<file path="src/rtl/issue_ctrl.sv">
// issue_ctrl -- single-entry in-order issue stage with register scoreboard.
//
// Accepts decoded instructions from decode, checks them against a 32-entry
// busy scoreboard for RAW/WAW hazards, and places them in a one-deep issue
// register toward execute. The controller holds issue after a branch or jump
// until that branch is resolved or the issue register is flushed.
//
// Parameter:
//   PAYLOAD_W   width of the opaque decoded-instruction payload
//
// Ports:
//   clk, rst                  clock (rising edge), asynchronous active-low reset
//   in_valid / in_ready       decode handshake
//   in_rs1, in_rs2, in_rd     register indices of the presented instruction
//   in_use_rs1, in_use_rs2    source operands actually read
//   in_wr_reg                 instruction writes in_rd
//   in_is_br, in_is_jmp       control-transfer flags
//   in_payload                passed through unmodified
//   out_valid / out_ready     execute handshake
//   out_payload, out_rd, out_wr_reg   issue register contents
//   wb_valid, wb_rd           writeback completion, frees a scoreboard entry
//   br_resolve                pulse: outstanding branch/jump resolved
//   flush                     pulse: discard the issue register
//   busy_vec                  scoreboard (bit 0 always 0)
//   stall_cnt                 saturating count of hazard-stall cycles
//
// Build option:
//   ISSUE_WB_BYPASS_EN  when defined, a register being written back this cycle
//                       is already treated as free by the hazard check.

module issue_ctrl #(
    parameter int PAYLOAD_W = 64
) (
    input  logic                 clk,
    input  logic                 rst,
    input  logic                 in_valid,
    output logic                 in_ready,
    input  logic [4:0]           in_rs1,
    input  logic [4:0]           in_rs2,
    input  logic [4:0]           in_rd,
    input  logic                 in_use_rs1,
    input  logic                 in_use_rs2,
    input  logic                 in_wr_reg,
    input  logic                 in_is_br,
    input  logic                 in_is_jmp,
    input  logic [PAYLOAD_W-1:0] in_payload,
    output logic                 out_valid,
    input  logic                 out_ready,
    output logic [PAYLOAD_W-1:0] out_payload,
    output logic [4:0]           out_rd,
    output logic                 out_wr_reg,
    input  logic                 wb_valid,
    input  logic [4:0]           wb_rd,
    input  logic                 br_resolve,
    input  logic                 flush,
    output logic [31:0]          busy_vec,
    output logic [15:0]          stall_cnt
);

    localparam logic [0:0] ST_RUN     = 1'b0;
    localparam logic [0:0] ST_BR_WAIT = 1'b1;

    logic [0:0]           state_q, state_d;
    logic [31:0]          busy_q, busy_d;
    logic [31:0]          busy_chk;
    logic                 out_valid_q, out_valid_d;
    logic [PAYLOAD_W-1:0] out_payload_q, out_payload_d;
    logic [4:0]           out_rd_q, out_rd_d;
    logic                 out_wr_reg_q, out_wr_reg_d;
    logic [15:0]          stall_q, stall_d;
    logic                 hazard;
    logic                 accept;

    // Scoreboard view used by the hazard check.
    always_comb begin
        busy_chk = busy_q;
`ifdef ISSUE_WB_BYPASS_EN
        // Writeback this cycle frees its register for an issue this cycle.
        if (wb_valid) begin
            busy_chk[wb_rd] = 1'b0;
        end
`endif
    end

    // busy_q[0] is never set, so index 0 cannot raise a hazard.
    assign hazard = (in_use_rs1 & busy_chk[in_rs1])
                  | (in_use_rs2 & busy_chk[in_rs2])
                  | (in_wr_reg  & busy_chk[in_rd]);

    // A flush cycle must not accept: the issue register is being discarded.
    assign in_ready = (state_q == ST_RUN) & ~hazard & ~flush
                    & (~out_valid_q | out_ready);
    assign accept   = in_valid & in_ready;

    always_comb begin
        state_d       = state_q;
        busy_d        = busy_q;
        out_valid_d   = out_valid_q;
        out_payload_d = out_payload_q;
        out_rd_d      = out_rd_q;
        out_wr_reg_d  = out_wr_reg_q;
        stall_d       = stall_q;

        // Issue register: load on accept, drain when execute takes it.
        if (flush) begin
            out_valid_d = 1'b0;
        end else if (accept) begin
            out_valid_d   = 1'b1;
            out_payload_d = in_payload;
            out_rd_d      = in_rd;
            out_wr_reg_d  = in_wr_reg;
        end else if (out_ready) begin
            out_valid_d = 1'b0;
        end

        // Clears first so that a same-edge set of the same index wins.
        if (wb_valid) begin
            busy_d[wb_rd] = 1'b0;
        end
        if (flush && out_valid_q && out_wr_reg_q) begin
            busy_d[out_rd_q] = 1'b0;
        end
        if (accept && in_wr_reg) begin
            busy_d[in_rd] = 1'b1;
        end
        busy_d[0] = 1'b0;

        case (state_q)
            ST_RUN: begin
                if (accept && (in_is_br || in_is_jmp)) begin
                    state_d = ST_BR_WAIT;
                end
            end
            default: begin
                if (br_resolve || flush) begin
                    state_d = ST_RUN;
                end
            end
        endcase

        if (in_valid && !in_ready && (stall_q != 16'hFFFF)) begin
            stall_d = stall_q + 16'd1;
        end
    end

    always_ff @(posedge clk or negedge rst) begin
        if (!rst) begin
            state_q       <= ST_RUN;
            busy_q        <= '0;
            out_valid_q   <= 1'b0;
            out_payload_q <= '0;
            out_rd_q      <= '0;
            out_wr_reg_q  <= 1'b0;
            stall_q       <= '0;
        end else begin
            state_q       <= state_d;
            busy_q        <= busy_d;
            out_valid_q   <= out_valid_d;
            out_payload_q <= out_payload_d;
            out_rd_q      <= out_rd_d;
            out_wr_reg_q  <= out_wr_reg_d;
            stall_q       <= stall_d;
        end
    end

    assign out_valid   = out_valid_q;
    assign out_payload = out_payload_q;
    assign out_rd      = out_rd_q;
    assign out_wr_reg  = out_wr_reg_q;
    assign busy_vec    = busy_q;
    assign stall_cnt   = stall_q;

endmodule

</file>
<file path="config.mk">
export PLATFORM = sky130hd
export DESIGN_NAME = issue_ctrl
export DESIGN_NICKNAME = d
export VERILOG_FILES = /design/src/rtl/issue_ctrl.sv
export SDC_FILE = /design/constraint.sdc
export NUM_CORES = 1
export LEC_CHECK = 0
export CAP_MARGIN = 30
export CORE_MARGIN = 1
export CORE_UTILIZATION = 50
export DETAILED_ROUTE_END_ITERATION = 7
export DONT_BUFFER_PORTS = 1
export GPL_TIMING_DRIVEN = 0
export MAX_ROUTING_LAYER = met4
export PLACE_DENSITY = 0.63
export SLEW_MARGIN = 40
export SYNTH_ARGS = -nofsm -noshare
export SYNTH_HDL_FRONTEND = slang
export SYNTH_SLANG_ARGS = --single-unit
</file>
<file path="constraint.sdc">
create_clock -name clk -period 6.19 [get_ports clk]
set_clock_uncertainty 0.15 [all_clocks]
set_input_delay 0.3095 -clock clk [delete_from_list [all_inputs] [get_ports clk]]
set_output_delay 0.3095 -clock clk [all_outputs]
set_load 0.03 [all_outputs]
</file>
; ---- After elaboration in Yosys (flattened, before gate mapping)
; Index checks and enable logic that the tools add are counted.
[classes]
addsub = 1
magnitude_cmp = 8
eq_ne = 1
n_mux = 21
n_bitwise = 19
n_reduce_logical = 14
[op_table]
columns = cell, count
row1 = $mux 32, 3
row2 = $and 32x32->32, 2
row3 = $not 32->32, 2
row4 = $or 32x32->32, 1
row5 = $lt 5x6->1 const B, 5
row6 = $add 16x1->16 const B, 1
row7 = $ne 16x16->1 const B, 1
row8 = $bmux 1 s5, 3
row9 = $demux 1 s5, 3
row10 = $ge 5x1->1 const B, 3
row11 = $mux 1, 12
row12 = $logic_and 1x1->1, 9
row13 = $and 1x1->1, 7
row14 = $not 1->1, 4
row15 = $or 1x1->1, 3
row16 = $reduce_bool 3->1, 1
row17 = $logic_or 1x1->1, 2
row18 = $reduce_and 2->1, 1
row19 = $logic_not 1->1, 1
[totals]
reg_bits = 119
out_inout_bits = 120

; ---- Depth between registers and ports, before layout
[depth]
word_depth = 13
mapped_depth = 12
ltp_nobuf = 8

; ---- Worst setup path after synthesis
; No wires, ideal clock.
[synth_timing]
path_type = reg-to-reg
start = reg busy_q[27], in the netlist busy_vec[27]
end = reg out_payload_q[38], in the netlist out_payload[38]
setup_ns = 0.125
arrival_time_ns = 2.426
path_slack_ns = 3.488
stages_incl_launch_ff = 10
n_path_buf = 2
path_cell_list = dfrtp_1 mux4_2 nand2b_1 nand4b_1 nand4_1 a221oi_2 nand3_2 buf_4 buf_6 mux2_4
[synth_via]
elab_chain_cells = 11
word_cells_on_any_way = 17
cone_classes = mux: 6 / bitwise: 10 / reduce/logical: 1
[synth_rtl]
columns = element, line
row1 = "start, declared", 64  ; logic [31:0] busy_q, busy_d;
row2 = "start signal, assigned", 157  ; busy_q <= busy_d;
row3 = "$bmux 1 s5, on equally long branches", "86, 87"
row4 = "$mux 1, on equally long branches", "86, 87"
row5 = "$and 1x1->1, on equally long branches", "86, 87"
row6 = $or 1x1->1, 87  ; | (in_use_rs2 & busy_chk[in_rs2])
row7 = $or 1x1->1 *, 88  ; | (in_wr_reg & busy_chk[in_rd]);
row8 = $not 1->1 *, 91  ; assign in_ready = (state_q == ST_RUN) & ~hazard & ~flush
row9 = $and 1x1->1 * (2 in series), 91
row10 = $and 1x1->1 *, 92  ; & (~out_valid_q | out_ready);
row11 = $and 1x1->1 *, 93  ; assign accept = in_valid & in_ready;
row12 = $reduce_and 2->1 (no source line) *, -
row13 = "end signal, assigned", 159  ; out_payload_q <= out_payload_d;
row14 = "end, declared", 67  ; logic [PAYLOAD_W-1:0] out_payload_q, out_payload_d;
; Mark *: on every way between the ends. The rest lies on a longest branch, timed or not. The select of a mux whose other input is x is not followed.
; A chain may end at the register's enable or synchronous reset.

; ---- Final worst setup path
[layout_timing]
start = reg busy_q[14], in the netlist busy_vec[14]
end = reg state_q
[layout_via]
elab_chain_cells = 13
word_cells_on_any_way = 19
cone_classes = mux: 8 / bitwise: 10 / reduce/logical: 1
[layout_rtl]
columns = element, line
row1 = "$bmux 1 s5, on equally long branches", "86, 87"
row2 = "$mux 1, on equally long branches", "86, 87"
row3 = "$and 1x1->1, on equally long branches", "86, 87"
row4 = $or 1x1->1, 87
row5 = $or 1x1->1 *, 88
row6 = $not 1->1 *, 91
row7 = $and 1x1->1 * (2 in series), 91
row8 = $and 1x1->1 *, 92
row9 = $and 1x1->1 *, 93
row10 = $logic_and 1x1->1 *, 130  ; if (accept && (in_is_br || in_is_jmp)) begin
row11 = $mux 1 *, 130
row12 = $mux 1 *, 128  ; case (state_q)
row13 = via state_d, 63  ; logic [0:0] state_q, state_d;
row14 = "end signal, assigned", 156  ; state_q <= state_d;
row15 = "end, declared", 63
; Mark *: on every way through the listed nets, which the timed path passes. The rest lies on a longest branch. The select of a mux whose other input is x is not followed.

==> results.md <==
- Status: finished, violations left
- Failing checks: design-rule violations
- CTS clk-pin slew, worst paths: 0.05 ns
- GR Util All Layers: 0.294
- WS Path Type: flop to flop
- Sw Ratio: 0.363
- Synth Instances: 485
- Initial DRC count: 504
- RSZ-0062 raised after global routing: no
- Mapped Area: 6030 sq um
- Ant. Diodes: 0
- CTS tree: done
- Leak Pwr: 3.25 nW
- Slew Viols, Final: 0
- Yosys warnings: 0
- Routability Congestion: 0.918
- Critical path peak fanout: 10
- Syn Nets: 582
- Worst Path Arrival: 3.94 ns
- Finish-stage setup viols: 0
- CTS sink count: 119
- Clk Latency, worst-skew pair: 0.41 ns
- CTS buffer count: 17
- Syn Area/Cell: 12.4 sq um
- Setup TNS: 0 ns
- Final period util: 0.605
- Layout net count: 677
- Max reg flops: 64
- Post-CTS Setup Repair Bufs: 0
- Max rail drop VDD: 278 uV
- Hold WS: 0.0666 ns
- Logic gate share of total power: 0.142
- Hold Crit Class: input pin to flop
- Gr ovfl total: 0
- Clk pwr share: 0.343
- Total internal power: 1.89 mW
- Unique masters post-synth: 44
- Number of synthesized register bits: 119
- DRC: 13
- Vias/cell: 6.41
- Chip height: 112 microns
- R2R cell count: 10
- PortBufs: 0
- Initial antenna violation count: 0
- Startpoint types: flop
- Worst-Margin Slew: 0.663 ns
- EDFF count, synth: 0
- Hold Fails Final Rpt: 0
- Initial Util: 0.521
- Maxcap violations: 0
- Placed Area: 6210 sq um
- Root buf cell: clkbuf_16
- Sequential Power Share: 0.515
- Post_cts resized: 0
- Sequential fraction of the synthesis area: 0.494
- Final HPWL DP: 11,200 microns
- Design area: 7600 sq um
- Die area: 12,500 sq um
- Die X: 112 microns
- Layout area overhead: 26.1%
- Setup crit end kind: flop
- Hold Path Stages: 2
- Core area: 11,600 sq um
- NetSw: 1.08 mW
- Filler cells: 883
- Ys flop type: dfrtp_1
- FFs w/ async S/R, synth: 1.00
- FP Rows: 39
- Max clock buf depth: 2
- Largest net degree at the start of global routing: 120
- Drt pass-1 iters: 7
- IO Count: 216
- Power, Total: 2.96 mW
- Fin crit period: 3.75 ns
- Max Clock Freq: 267 MHz
- WP data required: 6.38 ns
- Wire per inst: 23.7 microns
- Total number of vias: 4,708
- First-pass GRT wire length: 27,000 microns
- Antenna-violating nets left: 0
- Number of global-route vias before repair: 4,942
- Layout cells sized above 1: 0.250
- Max-slew headroom: 0.558
- Routed Wire Length: 17,400 microns
- H-tree Lvls: 4
- Pwr/cell area: 390 nW/um^2
==> path summary, 6_finish.rpt <==
kind                                     startpoint  slack [ns]                       end
max reg2reg                  busy_vec[14]$_DFF_PN0_        2.44         state_q$_DFF_PN0_
min in group asynchronous                       rst        0.29    busy_vec[17]$_DFF_PN0_
max in group asynchronous                       rst        5.03     out_rd[3]$_DFFE_PN0P_
min                                        in_rd[4]        0.07     busy_vec[7]$_DFF_PN0_
max                          busy_vec[14]$_DFF_PN0_        2.44         state_q$_DFF_PN0_
min reg2reg                stall_cnt[6]$_DFFE_PN0P_        0.55  stall_cnt[6]$_DFFE_PN0P_
==> kinds of logic (layout without fill, tap and decap cells) <==
group                    count (synthesis)  count (layout)  share of synthesized area
flip-flops                             119             119                      0.494
multiplexers                           114             114                      0.225
AND/OR/NAND/NOR                        114             114                      0.109
AO/OA/AOI/OAI                           92              92                      0.119
buffers and inverters                   31             138                     0.0309
XOR/XNOR                                13              13                     0.0189
adder cells (fa/ha/maj)                  1               1                    0.00208
other                                    1               1                   0.000622
==> cells in the mapped netlist (11+ instances only) <==
cell type	number	area [sq um]
dfrtp_1	119	2980
mux2_2	48	541
mux2i_1	37	370
o221ai_1	32	280
nand3_1	23	115
mux2_4	20	300
nand2_1	17	63.8
o21ai_2	16	140
nand3b_1	14	105
nor2_1	14	52.6
o31ai_1	13	97.6
xnor2_1	12	105
buf_2	11	55.1
==> per-layer routing <==
layer	up-vias	GRT usage	wire [microns]
li1	2038	-	-
met1	2345	0.353	6750
met2	292	0.475	8690
met3	33	0.0811	1610
met4	0	0.107	359
met5	-	-	0
==> per-stage QoR <==
stage          instances   util  worst slack (ns)
2_1_floorplan        485      -              3.49
3_3_place_gp         628  0.537              2.95
3_5_place_dp         628  0.537              2.91
4_1_cts              735  0.657              2.49
5_1_grt              735  0.657              2.29
6_report             735  0.657              2.44
==> power by group through the flow <==
stage | clock network, mW | registers [mW] | logic, mW
after floorplan | 0 | 1.46 | 0.307
after global placement | 0 | 1.53 | 0.343
after detailed placement | 0 | 1.53 | 0.359
after CTS | 1.03 | 1.52 | 0.415
after global routing | 1.07 | 1.55 | 0.458
final | 1.02 | 1.53 | 0.420
==> area by class of cell <==
cell class	count	area, sq um	area share
buffer	25	164	0.0216
clock buffer	24	502	0.0660
clock inverter	7	116	0.0153
inverter	6	22.5	0.00296
multi-input combinational	335	2860	0.377
sequential	119	2980	0.392
tap	143	179	0.0235
timing repair buffer	76	778	0.102
==> placed cells by master, fill, tap and decap left out, drive strengths merged, types with 3 or more instances in the layout <==
master,count
and3,4
mux4,4
a21oi,4
dlygate4sd3,75
o31ai,13
o22ai,5
nand4b,3
mux2i,37
a22oi,6
nand2,17
o21ai,28
xnor2,12
nand4,6
nand3,24
nand2b,6
bufinv,3
clkbuf,28
inv,6
nand3b,14
nor2b,7
o221ai,32
or3,6
clkinv,3
dfrtp,119
nor2,14
mux2,73
or3b,8
buf,22
==> repair_timing <==
action | 4_1_cts | 5_1_grt
endpoints found under the setup margin | 0 | 0
endpoints found under the hold margin | 192 | 0
hold buffers | 76 | 0
==> critical path, cell delays in order, from the launching register on <==
cell           delay (ns)
dfrtp_1              0.57
mux4_2               0.53
nand2b_1             0.16
nand4b_1             0.08
nand4_1              0.21
a221oi_2             0.44
nand3_2              0.25
buf_4                0.27
buf_2                0.23
o21ai_0              0.20
dlygate4sd3_1        0.57
No activity file was read; power rests on OpenSTA's default activity.
